## src/rtl/ddr_rd_arbiter_pkg.sv

```systemverilog
// Shared definitions for the two-requester DDR read arbiter.
//   state_e      : arbiter FSM state encoding (idle, address phase, data phase)
//   ARSIZE_32    : AXI ARSIZE for 4-byte beats
//   ARBURST_INCR : AXI ARBURST for incrementing bursts
package ddr_rd_arbiter_pkg;

  typedef enum logic [1:0] {
    StIdle,
    StAddr,
    StData
  } state_e;

  localparam logic [2:0] ARSIZE_32    = 3'b010;
  localparam logic [1:0] ARBURST_INCR = 2'b01;

endpackage

```

## src/rtl/ddr_rd_arbiter_if.sv

```systemverilog
// AXI read-channel bundle between the arbiter and the DDR controller.
//   master modport : arbiter side; drives AR channel and rready
//   slave modport  : DDR side; drives arready and the R channel
// Parameters:
//   ADDR_W : read address width
//   DATA_W : read data width
interface ddr_rd_arbiter_if #(
  parameter int unsigned ADDR_W = 32,
  parameter int unsigned DATA_W = 32
) ();

  logic              arid;
  logic [ADDR_W-1:0] araddr;
  logic [7:0]        arlen;
  logic [2:0]        arsize;
  logic [1:0]        arburst;
  logic              arvalid;
  logic              arready;
  logic [DATA_W-1:0] rdata;
  logic [1:0]        rresp;
  logic              rlast;
  logic              rvalid;
  logic              rready;

  modport master (
    output arid, araddr, arlen, arsize, arburst, arvalid, rready,
    input  arready, rdata, rresp, rlast, rvalid
  );

  modport slave (
    input  arid, araddr, arlen, arsize, arburst, arvalid, rready,
    output arready, rdata, rresp, rlast, rvalid
  );

endinterface

```

## src/rtl/ddr_rd_arbiter_arb_rr2.sv

```systemverilog
// Two-way grant selector.
//   req_i        : request vector (bit i = requester i valid)
//   last_grant_i : index granted most recently; loses a tie
//   grant_o      : selected requester index
//   valid_o      : at least one request present
// Tying last_grant_i high turns this into fixed priority for requester 0.
module arb_rr2 (
  input  logic [1:0] req_i,
  input  logic       last_grant_i,
  output logic       grant_o,
  output logic       valid_o
);

  always_comb begin
    valid_o = |req_i;
    if (req_i == 2'b11) begin
      grant_o = ~last_grant_i;
    end else begin
      grant_o = req_i[1];
    end
  end

endmodule

```

## src/rtl/ddr_rd_arbiter.sv

```systemverilog
// Arbitrates AXI read bursts from two requesters onto one DDR read port,
// one outstanding burst at a time.
// Ports:
//   clk, rst   : clock, synchronous active-high reset
//   s_araddr   : requester addresses, requester 0 in the low slice
//   s_arlen    : requester burst lengths, same slice order
//   s_arvalid  : per-requester address valid
//   s_arready  : per-requester address accept (pulses on the DDR AR handshake)
//   s_rdata, s_rresp, s_rlast : read data channel, broadcast to both requesters
//   s_rvalid   : per-requester data valid (only the granted bit can be set)
//   s_rready   : per-requester data ready
//   m_axi      : DDR AXI read master bundle
// Build option:
//   DDR_ARB_RR_EN defined   -> round-robin on simultaneous requests
//   DDR_ARB_RR_EN undefined -> requester 0 always wins ties, no last-grant state
module ddr_rd_arbiter
  import ddr_rd_arbiter_pkg::*;
#(
  parameter int unsigned ADDR_W = 32,
  parameter int unsigned DATA_W = 32
) (
  input  logic                  clk,
  input  logic                  rst,
  input  logic [2*ADDR_W-1:0]   s_araddr,
  input  logic [15:0]           s_arlen,
  input  logic [1:0]            s_arvalid,
  output logic [1:0]            s_arready,
  output logic [DATA_W-1:0]     s_rdata,
  output logic [1:0]            s_rresp,
  output logic                  s_rlast,
  output logic [1:0]            s_rvalid,
  input  logic [1:0]            s_rready,
  ddr_rd_arbiter_if.master      m_axi
);

  state_e            state_q, state_d;
  logic              grant_q, grant_d;
  logic [ADDR_W-1:0] addr_q, addr_d;
  logic [7:0]        len_q, len_d;
  logic              last_grant;
  logic              arb_grant;
  logic              arb_valid;
  logic              in_addr;
  logic              in_data;
  logic              rready_int;

`ifdef DDR_ARB_RR_EN
  logic last_q, last_d;
  assign last_grant = last_q;
`else
  // Requester 1 "was last" forever, so requester 0 always wins a tie.
  assign last_grant = 1'b1;
`endif

  arb_rr2 u_arb (
    .req_i        (s_arvalid),
    .last_grant_i (last_grant),
    .grant_o      (arb_grant),
    .valid_o      (arb_valid)
  );

  // Outputs are gated with rst so nothing is offered while reset is held.
  assign in_addr    = (state_q == StAddr) && !rst;
  assign in_data    = (state_q == StData) && !rst;
  assign rready_int = in_data && s_rready[grant_q];

  always_comb begin
    state_d = state_q;
    grant_d = grant_q;
    addr_d  = addr_q;
    len_d   = len_q;
`ifdef DDR_ARB_RR_EN
    last_d  = last_q;
`endif
    unique case (state_q)
      StIdle: begin
        if (arb_valid) begin
          grant_d = arb_grant;
          addr_d  = arb_grant ? s_araddr[2*ADDR_W-1:ADDR_W] : s_araddr[ADDR_W-1:0];
          len_d   = arb_grant ? s_arlen[15:8] : s_arlen[7:0];
          state_d = StAddr;
        end
      end
      StAddr: begin
        if (m_axi.arready) begin
          state_d = StData;
        end
      end
      StData: begin
        if (m_axi.rvalid && rready_int && m_axi.rlast) begin
          state_d = StIdle;
`ifdef DDR_ARB_RR_EN
          last_d  = grant_q;
`endif
        end
      end
      default: state_d = StIdle;
    endcase
  end

  always_ff @(posedge clk) begin
    if (rst) begin
      state_q <= StIdle;
      grant_q <= 1'b0;
      addr_q  <= '0;
      len_q   <= '0;
`ifdef DDR_ARB_RR_EN
      last_q  <= 1'b1;
`endif
    end else begin
      state_q <= state_d;
      grant_q <= grant_d;
      addr_q  <= addr_d;
      len_q   <= len_d;
`ifdef DDR_ARB_RR_EN
      last_q  <= last_d;
`endif
    end
  end

  assign m_axi.arid    = grant_q;
  assign m_axi.araddr  = addr_q;
  assign m_axi.arlen   = len_q;
  assign m_axi.arsize  = ARSIZE_32;
  assign m_axi.arburst = ARBURST_INCR;
  assign m_axi.arvalid = in_addr;
  assign m_axi.rready  = rready_int;

  assign s_rdata = m_axi.rdata;
  assign s_rresp = m_axi.rresp;
  assign s_rlast = m_axi.rlast;

  always_comb begin
    s_arready = 2'b00;
    s_rvalid  = 2'b00;
    if (in_addr && m_axi.arready) begin
      s_arready[grant_q] = 1'b1;
    end
    if (in_data && m_axi.rvalid) begin
      s_rvalid[grant_q] = 1'b1;
    end
  end

endmodule
```

## src/flat_wrapper.sv

```systemverilog
// flat-port wrapper written by rule: the top's interface ports become plain ports
module ddr_rd_arbiter_flat import ddr_rd_arbiter_pkg::*;
#(
  parameter int unsigned ADDR_W = 32,
  parameter int unsigned DATA_W = 32
)
  (clk, rst, s_araddr, s_arlen, s_arvalid, s_arready, s_rdata, s_rresp, s_rlast, s_rvalid, s_rready, m_axi_arid, m_axi_araddr, m_axi_arlen, m_axi_arsize, m_axi_arburst, m_axi_arvalid, m_axi_rready, m_axi_arready, m_axi_rdata, m_axi_rresp, m_axi_rlast, m_axi_rvalid);
  ddr_rd_arbiter_if #(.ADDR_W(ADDR_W), .DATA_W(DATA_W)) m_axi_i ();
  input  logic clk;
  input  logic rst;
  input  logic [2*ADDR_W-1:0] s_araddr;
  input  logic [15:0] s_arlen;
  input  logic [1:0] s_arvalid;
  output logic [1:0] s_arready;
  output logic [DATA_W-1:0] s_rdata;
  output logic [1:0] s_rresp;
  output logic s_rlast;
  output logic [1:0] s_rvalid;
  input  logic [1:0] s_rready;
  output wire logic [$bits(m_axi_i.arid)-1:0] m_axi_arid;
  output wire logic [$bits(m_axi_i.araddr)-1:0] m_axi_araddr;
  output wire logic [$bits(m_axi_i.arlen)-1:0] m_axi_arlen;
  output wire logic [$bits(m_axi_i.arsize)-1:0] m_axi_arsize;
  output wire logic [$bits(m_axi_i.arburst)-1:0] m_axi_arburst;
  output wire logic [$bits(m_axi_i.arvalid)-1:0] m_axi_arvalid;
  output wire logic [$bits(m_axi_i.rready)-1:0] m_axi_rready;
  input wire logic [$bits(m_axi_i.arready)-1:0] m_axi_arready;
  input wire logic [$bits(m_axi_i.rdata)-1:0] m_axi_rdata;
  input wire logic [$bits(m_axi_i.rresp)-1:0] m_axi_rresp;
  input wire logic [$bits(m_axi_i.rlast)-1:0] m_axi_rlast;
  input wire logic [$bits(m_axi_i.rvalid)-1:0] m_axi_rvalid;
  assign m_axi_arid = m_axi_i.arid;
  assign m_axi_araddr = m_axi_i.araddr;
  assign m_axi_arlen = m_axi_i.arlen;
  assign m_axi_arsize = m_axi_i.arsize;
  assign m_axi_arburst = m_axi_i.arburst;
  assign m_axi_arvalid = m_axi_i.arvalid;
  assign m_axi_rready = m_axi_i.rready;
  assign m_axi_i.arready = m_axi_arready;
  assign m_axi_i.rdata = m_axi_rdata;
  assign m_axi_i.rresp = m_axi_rresp;
  assign m_axi_i.rlast = m_axi_rlast;
  assign m_axi_i.rvalid = m_axi_rvalid;
  ddr_rd_arbiter #(.ADDR_W(ADDR_W), .DATA_W(DATA_W)) u_core (.clk(clk), .rst(rst), .s_araddr(s_araddr), .s_arlen(s_arlen), .s_arvalid(s_arvalid), .s_arready(s_arready), .s_rdata(s_rdata), .s_rresp(s_rresp), .s_rlast(s_rlast), .s_rvalid(s_rvalid), .s_rready(s_rready), .m_axi(m_axi_i));
endmodule
```

## config.mk

```make
export PLATFORM = sky130hd
export DESIGN_NAME = ddr_rd_arbiter_flat
export DESIGN_NICKNAME = d
export VERILOG_FILES = /design/src/rtl/ddr_rd_arbiter_pkg.sv /design/src/rtl/ddr_rd_arbiter_if.sv /design/src/rtl/ddr_rd_arbiter_arb_rr2.sv /design/src/rtl/ddr_rd_arbiter.sv /design/src/flat_wrapper.sv
export SDC_FILE = /design/constraint.sdc
export NUM_CORES = 1
export LEC_CHECK = 0
export CAP_MARGIN = 15
export CORE_MARGIN = 2
export CORE_UTILIZATION = 36
export CTS_CLUSTER_SIZE = 12
export DETAILED_ROUTE_END_ITERATION = 10
export PLACE_DENSITY = 0.86
export SYNTH_ARGS = -nofsm -noshare
export SYNTH_HDL_FRONTEND = slang
export SYNTH_SLANG_ARGS = --single-unit
```

## constraint.sdc

```tcl
create_clock -name clk -period 3.54 [get_ports clk]
set_clock_uncertainty 0.2 [all_clocks]
set_input_delay 0.708 -clock clk [delete_from_list [all_inputs] [get_ports clk]]
set_output_delay 0.708 -clock clk [all_outputs]
set_load 0.01 [all_outputs]
```

After elaboration in Yosys (flattened, before gate mapping) --
Cells that the tools add are included. Widths: inputs -> output; s select.
Word-level totals: register bits after elaboration 43, input bits 123, output and inout port bits 87
Operators by class: magnitude comparators 2, equality and inequality tests 6, mux-type cells 13, reduce and logical (&&, ||, !) cells 13
Operators by type and width (number):
- $mux 32 | 1
- $mux 2 | 5
- $logic_and 1x1->1 | 8
- $mux 8 | 1
- $pmux 2 s3 | 1
- $eq 2x2->1 const B | 2
- $mux 1 | 4
- $ne 2x2->1 const B | 2
- $reduce_and 3->1 | 1
- $eq 2x1->1 const B | 1
- $logic_not 2->1 | 1
- $lt 1x2->1 const B | 1
- $ne 2x1->1 const B | 1
- $reduce_and 2->1 | 1
- $reduce_or 2->1 | 1
- $demux 1 s1 | 1
- $ge 1x1->1 const B | 1
- $logic_not 1->1 | 1

Longest topological paths before layout --
depth in word-level cells 7, mapped depth 6, gate-level depth less buffers 3

By module --
Synthesis repeated with hierarchy kept, for this count alone.
Unflattened totals: cell total of the unflattened synthesis 248, area total of the unflattened synthesis 2705.1 µm²
Modules (own cells, without submodules):
- ddr_rd_arbiter | times used 1, cells each 246, area an instance 2691.3 µm², sequential area each 860.8 µm²
- arb_rr2 | times used 1, cells each 2, area an instance 13.8 µm², sequential area each 0.0 µm²

Worst setup path after synthesis --
OpenSTA, ideal clock, no wires.
path type in2out, start input rst, end output s_arready[0], arrival time 1.378 ns, required time 2.632 ns, slack 1.254 ns, cell stages on the path 3, buffers on the path 0, path through nor3b_1 -> nand2_1 -> nor2_1
Between the ends: cells in the longest elaborated chain, start to end 4
RTL lines:
- from (decl) | line flat_wrapper.sv:10 | input logic rst;
- $logic_not 1->1 | line ddr_rd_arbiter.sv:63 | assign in_addr = (state_q == StAddr) && !rst;
- $logic_and 1x1->1 | line ddr_rd_arbiter.sv:63
- $logic_and 1x1->1 | line ddr_rd_arbiter.sv:136 | if (in_addr && m_axi.arready) begin
- $mux 2 | line ddr_rd_arbiter.sv:136
- to (decl) | line flat_wrapper.sv:14 | output logic [1:0] s_arready;
Every way passes these cells.

Worst setup path after layout --
start input m_axi_rvalid, end output s_rvalid[1]
Between the ends: cells in the longest elaborated chain, start to end 2
RTL lines:
- from (decl) | line flat_wrapper.sv:31 | input wire logic [$bits(m_axi_i.rvalid)-1:0] m_axi_rvalid;
- $logic_and 1x1->1 | line ddr_rd_arbiter.sv:139 | if (in_data && m_axi.rvalid) begin
- $mux 2 | line ddr_rd_arbiter.sv:139
- to (decl) | line flat_wrapper.sv:18 | output logic [1:0] s_rvalid;
Every way passes these cells.

==> reports/metrics.json <==
{
  "post_cts_buffers": {"value": 0},
  "yosys_register_bits": {"value": 43},
  "pin_count": {"value": 210},
  "grt_util_all_layers": {"value": 18.1, "unit": "%"},
  "floorplan.initialDensity": {"value": 37.4, "unit": "%"},
  "number_of_antenna_violations_at_the_first_check_in_global_routing": {"value": 0},
  "num_vias": {"value": 2405},
  "path_clk_slew": {"value": 0.08, "unit": "ns"},
  "grt_max_degree": {"value": 45},
  "post_dp_hpwl": {"value": 5.37, "unit": "mm"},
  "layout_area_overhead": {"value": 47.1, "unit": "%"},
  "route.detailed.drc": {"value": 0},
  "floorplan.die.height": {"value": 88.5, "unit": "um"},
  "htreeDepth": {"value": 2},
  "drt_iter0_drc": {"value": 82},
  "layout.cells.most_common": {"value": "sky130_fd_sc_hd__clkdlybuf4s50_1"},
  "yosysSeqAreaShare": {"value": 33.5, "unit": "%"},
  "maxCapViolCount": {"value": 0},
  "timing.setup.tns": {"value": 0, "unit": "ns"},
  "multi_input_comb_area": {"value": 1280, "unit": "um^2"},
  "netlist_instances": {"value": 297},
  "power_per_standard_cell_area": {"value": 389, "unit": "nW/um^2"},
  "hp-start": {"value": "u_core.m_axi.araddr[15]$_SDFFE_PP0P_"},
  "cts.sinks": {"value": 43},
  "port_buffers": {"value": 136},
  "vdd_drop_max": {"value": 0.177, "unit": "mV"},
  "fp.dieW": {"value": 88.5, "unit": "um"},
  "period_share": {"value": 87.0, "unit": "%"},
  "post_synth_instance_area": {"value": 2570, "unit": "um^2"},
  "post_synth.cell_area_avg": {"value": 8.65, "unit": "um^2"},
  "crit-reg2reg-launch": {"value": "u_core.state_q[1]$_SDFFE_PP0P_"},
  "netlist-cell-type-count": {"value": 26},
  "report.final.slew_viol_count": {"value": 0},
  "die_area": {"value": 7830, "unit": "um^2"},
  "fillers": {"value": 636},
  "clockRootBuffer": {"value": "sky130_fd_sc_hd__clkbuf_8"},
  "holdBufCountCts": {"value": 0},
  "min_period": {"value": 3.08, "unit": "ns"},
  "post-layout-total-power": {"value": 1.47, "unit": "mW"},
  "tritoncts": {"value": "yes"},
  "cts-root-to-sink-buffers": {"value": 2},
  "grt_first_pass_wirelength": {"value": 11.2, "unit": "mm"},
  "critical_path_required": {"value": 2.63, "unit": "ns"},
  "setup_viol": {"value": 0},
  "grt_setup_unrepaired": {"value": "no"},
  "status": {"value": "complete, no violations"},
  "share_of_layout_cells_above_drive_strength_1": {"value": 14.7, "unit": "%"},
  "total_leakage_power": {"value": 1.34, "unit": "nW"},
  "critPathKind": {"value": "in2out"},
  "timing.critical_path.to_type": {"value": "primary output"},
  "antenna_cells_inserted": {"value": 0},
  "yosysWarningCount": {"value": 0},
  "cts_inserted_buffers": {"value": 5},
  "grt.overflow.total": {"value": 0},
  "postRouteWirelength": {"value": 7.47, "unit": "mm"},
  "finish.net_count": {"value": 504},
  "worst_hold_path_type": {"value": "reg2reg"},
  "postRouteAntennaNets": {"value": 0},
  "globalplace.congestion": {"value": 0.716},
  "core_region_area": {"value": 6870, "unit": "um^2"},
  "place_ws": {"value": 0.482, "unit": "ns"},
  "startpoint_kind_of_the_worst_setup_timing_path": {"value": "input port"},
  "fp-row-count": {"value": 30},
  "layout.area.seq": {"value": 861, "unit": "um^2"},
  "hold_viol": {"value": 0},
  "critical_path_arrival": {"value": 2.17, "unit": "ns"},
  "commonest_cells_after_routing_fill_and_taps_aside": {"value": "sky130_fd_sc_hd__clkdlybuf4s50_1, sky130_fd_sc_hd__nand2_1, sky130_fd_sc_hd__dfxtp_1"},
  "final.setup.worst_slack": {"value": 0.461, "unit": "ns"},
  "average_vias_per_placed_instance": {"value": 5.04},
  "post_cts_resize_count": {"value": 0},
  "relSlewSlack": {"value": 55.5, "unit": "%"},
  "fmax": {"value": 0.325, "unit": "GHz"},
  "timing_worst_slew_pin_value": {"value": 0.667, "unit": "ns"},
  "grt_pass1_vias": {"value": 2261},
  "drt_first_pass_iters": {"value": 4},
  "clkLatencyLatePin": {"value": 0.29, "unit": "ns"},
  "worst_setup_path_startpoint": {"value": "m_axi_rvalid"},
  "routedWlPerCell": {"value": 15.7, "unit": "um"},
  "worst-path-max-fanout": {"value": 2}
}
## critical path, cell delays in order
cell                              delay, ns
sky130_fd_sc_hd__clkdlybuf4s50_1       0.48
sky130_fd_sc_hd__nand2_1               0.07
sky130_fd_sc_hd__nor4b_1               0.29
sky130_fd_sc_hd__clkdlybuf4s50_1       0.62
## through the flow
step | instance area [um^2] | hold slack, ns | instances | utilization (%)
6_report | 3780 | 0.359 | 477 | 55.0
2_1_floorplan | 2580 | 0.374 | 300 | -
5_1_grt | 3780 | 0.380 | 477 | 55.0
3_5_place_dp | 3680 | 0.352 | 470 | 53.5
4_1_cts | 3780 | 0.360 | 477 | 55.0
3_3_place_gp | 3680 | 0.340 | 470 | 53.5
## metal layers
metal | up-vias | routed length [um] | track usage (%) | part of all wire (%)
met5 | - | 0 | 0 | 0
met1 | 1103 | 3070 | 21.0 | 41
li1 | 1173 | - | - | -
met2 | 112 | 3690 | 32.3 | 49
met4 | 0 | 104 | 5.10 | 1.4
met3 | 17 | 609 | 5.41 | 8.1
## area by class of cell
type                       count  area share, %
clock inverter                 1          0.794
clock buffer                   6           1.92
tap                           96           3.18
inverter                       1         0.0993
multi-input combinational    188           33.8
timing repair buffer         142           37.4
sequential                    43           22.8
## kinds of logic after synthesis
family / Yosys count / synth area share [%]
other cells: 2 / 0.292
buf+inv: 69 / 17.7
flops: 43 / 33.5
simple gates: 97 / 15.7
mux: 1 / 0.389
compound gates: 85 / 32.5
## path summary, 6_finish.rpt
| check | depth (start not counted) | slack, ns | endpoint |
|---|---|---|---|
| worst max-delay path | 4 | 0.46 | s_rvalid[1] |
| worst min register to register | 2 | 0.36 | u_core.m_axi.araddr[15]$_SDFFE_PP0P_ |
| worst min-delay path | 2 | 0.36 | u_core.m_axi.araddr[15]$_SDFFE_PP0P_ |
| worst max register to register | 4 | 1.33 | u_core.m_axi.araddr[31]$_SDFFE_PP0P_ |
## state kept, by name, summed over array words and instances (netlist names)
name / cells
u_core.m_axi.araddr: 32
u_core.m_axi.arid: 1
u_core.m_axi.arlen: 8
u_core.state_q: 2
## cell usage after synthesis (all sizes together)
cell	count	share of area, %
a211oi	1	0.29
a21oi	42	8.2
a311oi	41	24
and2	1	0.34
and3	1	0.24
buf	52	15
clkbuf	16	2.3
conb	2	0.29
dfxtp	43	33
inv	1	0.15
mux2i	1	0.39
nand2	82	12
nand2b	1	0.24
nand3b	1	0.29
nor2	4	0.68
nor2b	1	0.24
nor3b	2	0.58
nor4	2	0.49
nor4b	1	0.34
o21a	1	0.29
or2	1	0.24
## where the power goes
group / leakage [nW] / internal (mW) / switching [mW]
logic: 0.936 / 0.284 / 0.233
registers: 0.357 / 0.545 / 0.0381
clock network: 0.0513 / 0.207 / 0.162
No activity file was read; power rests on OpenSTA's default activity.
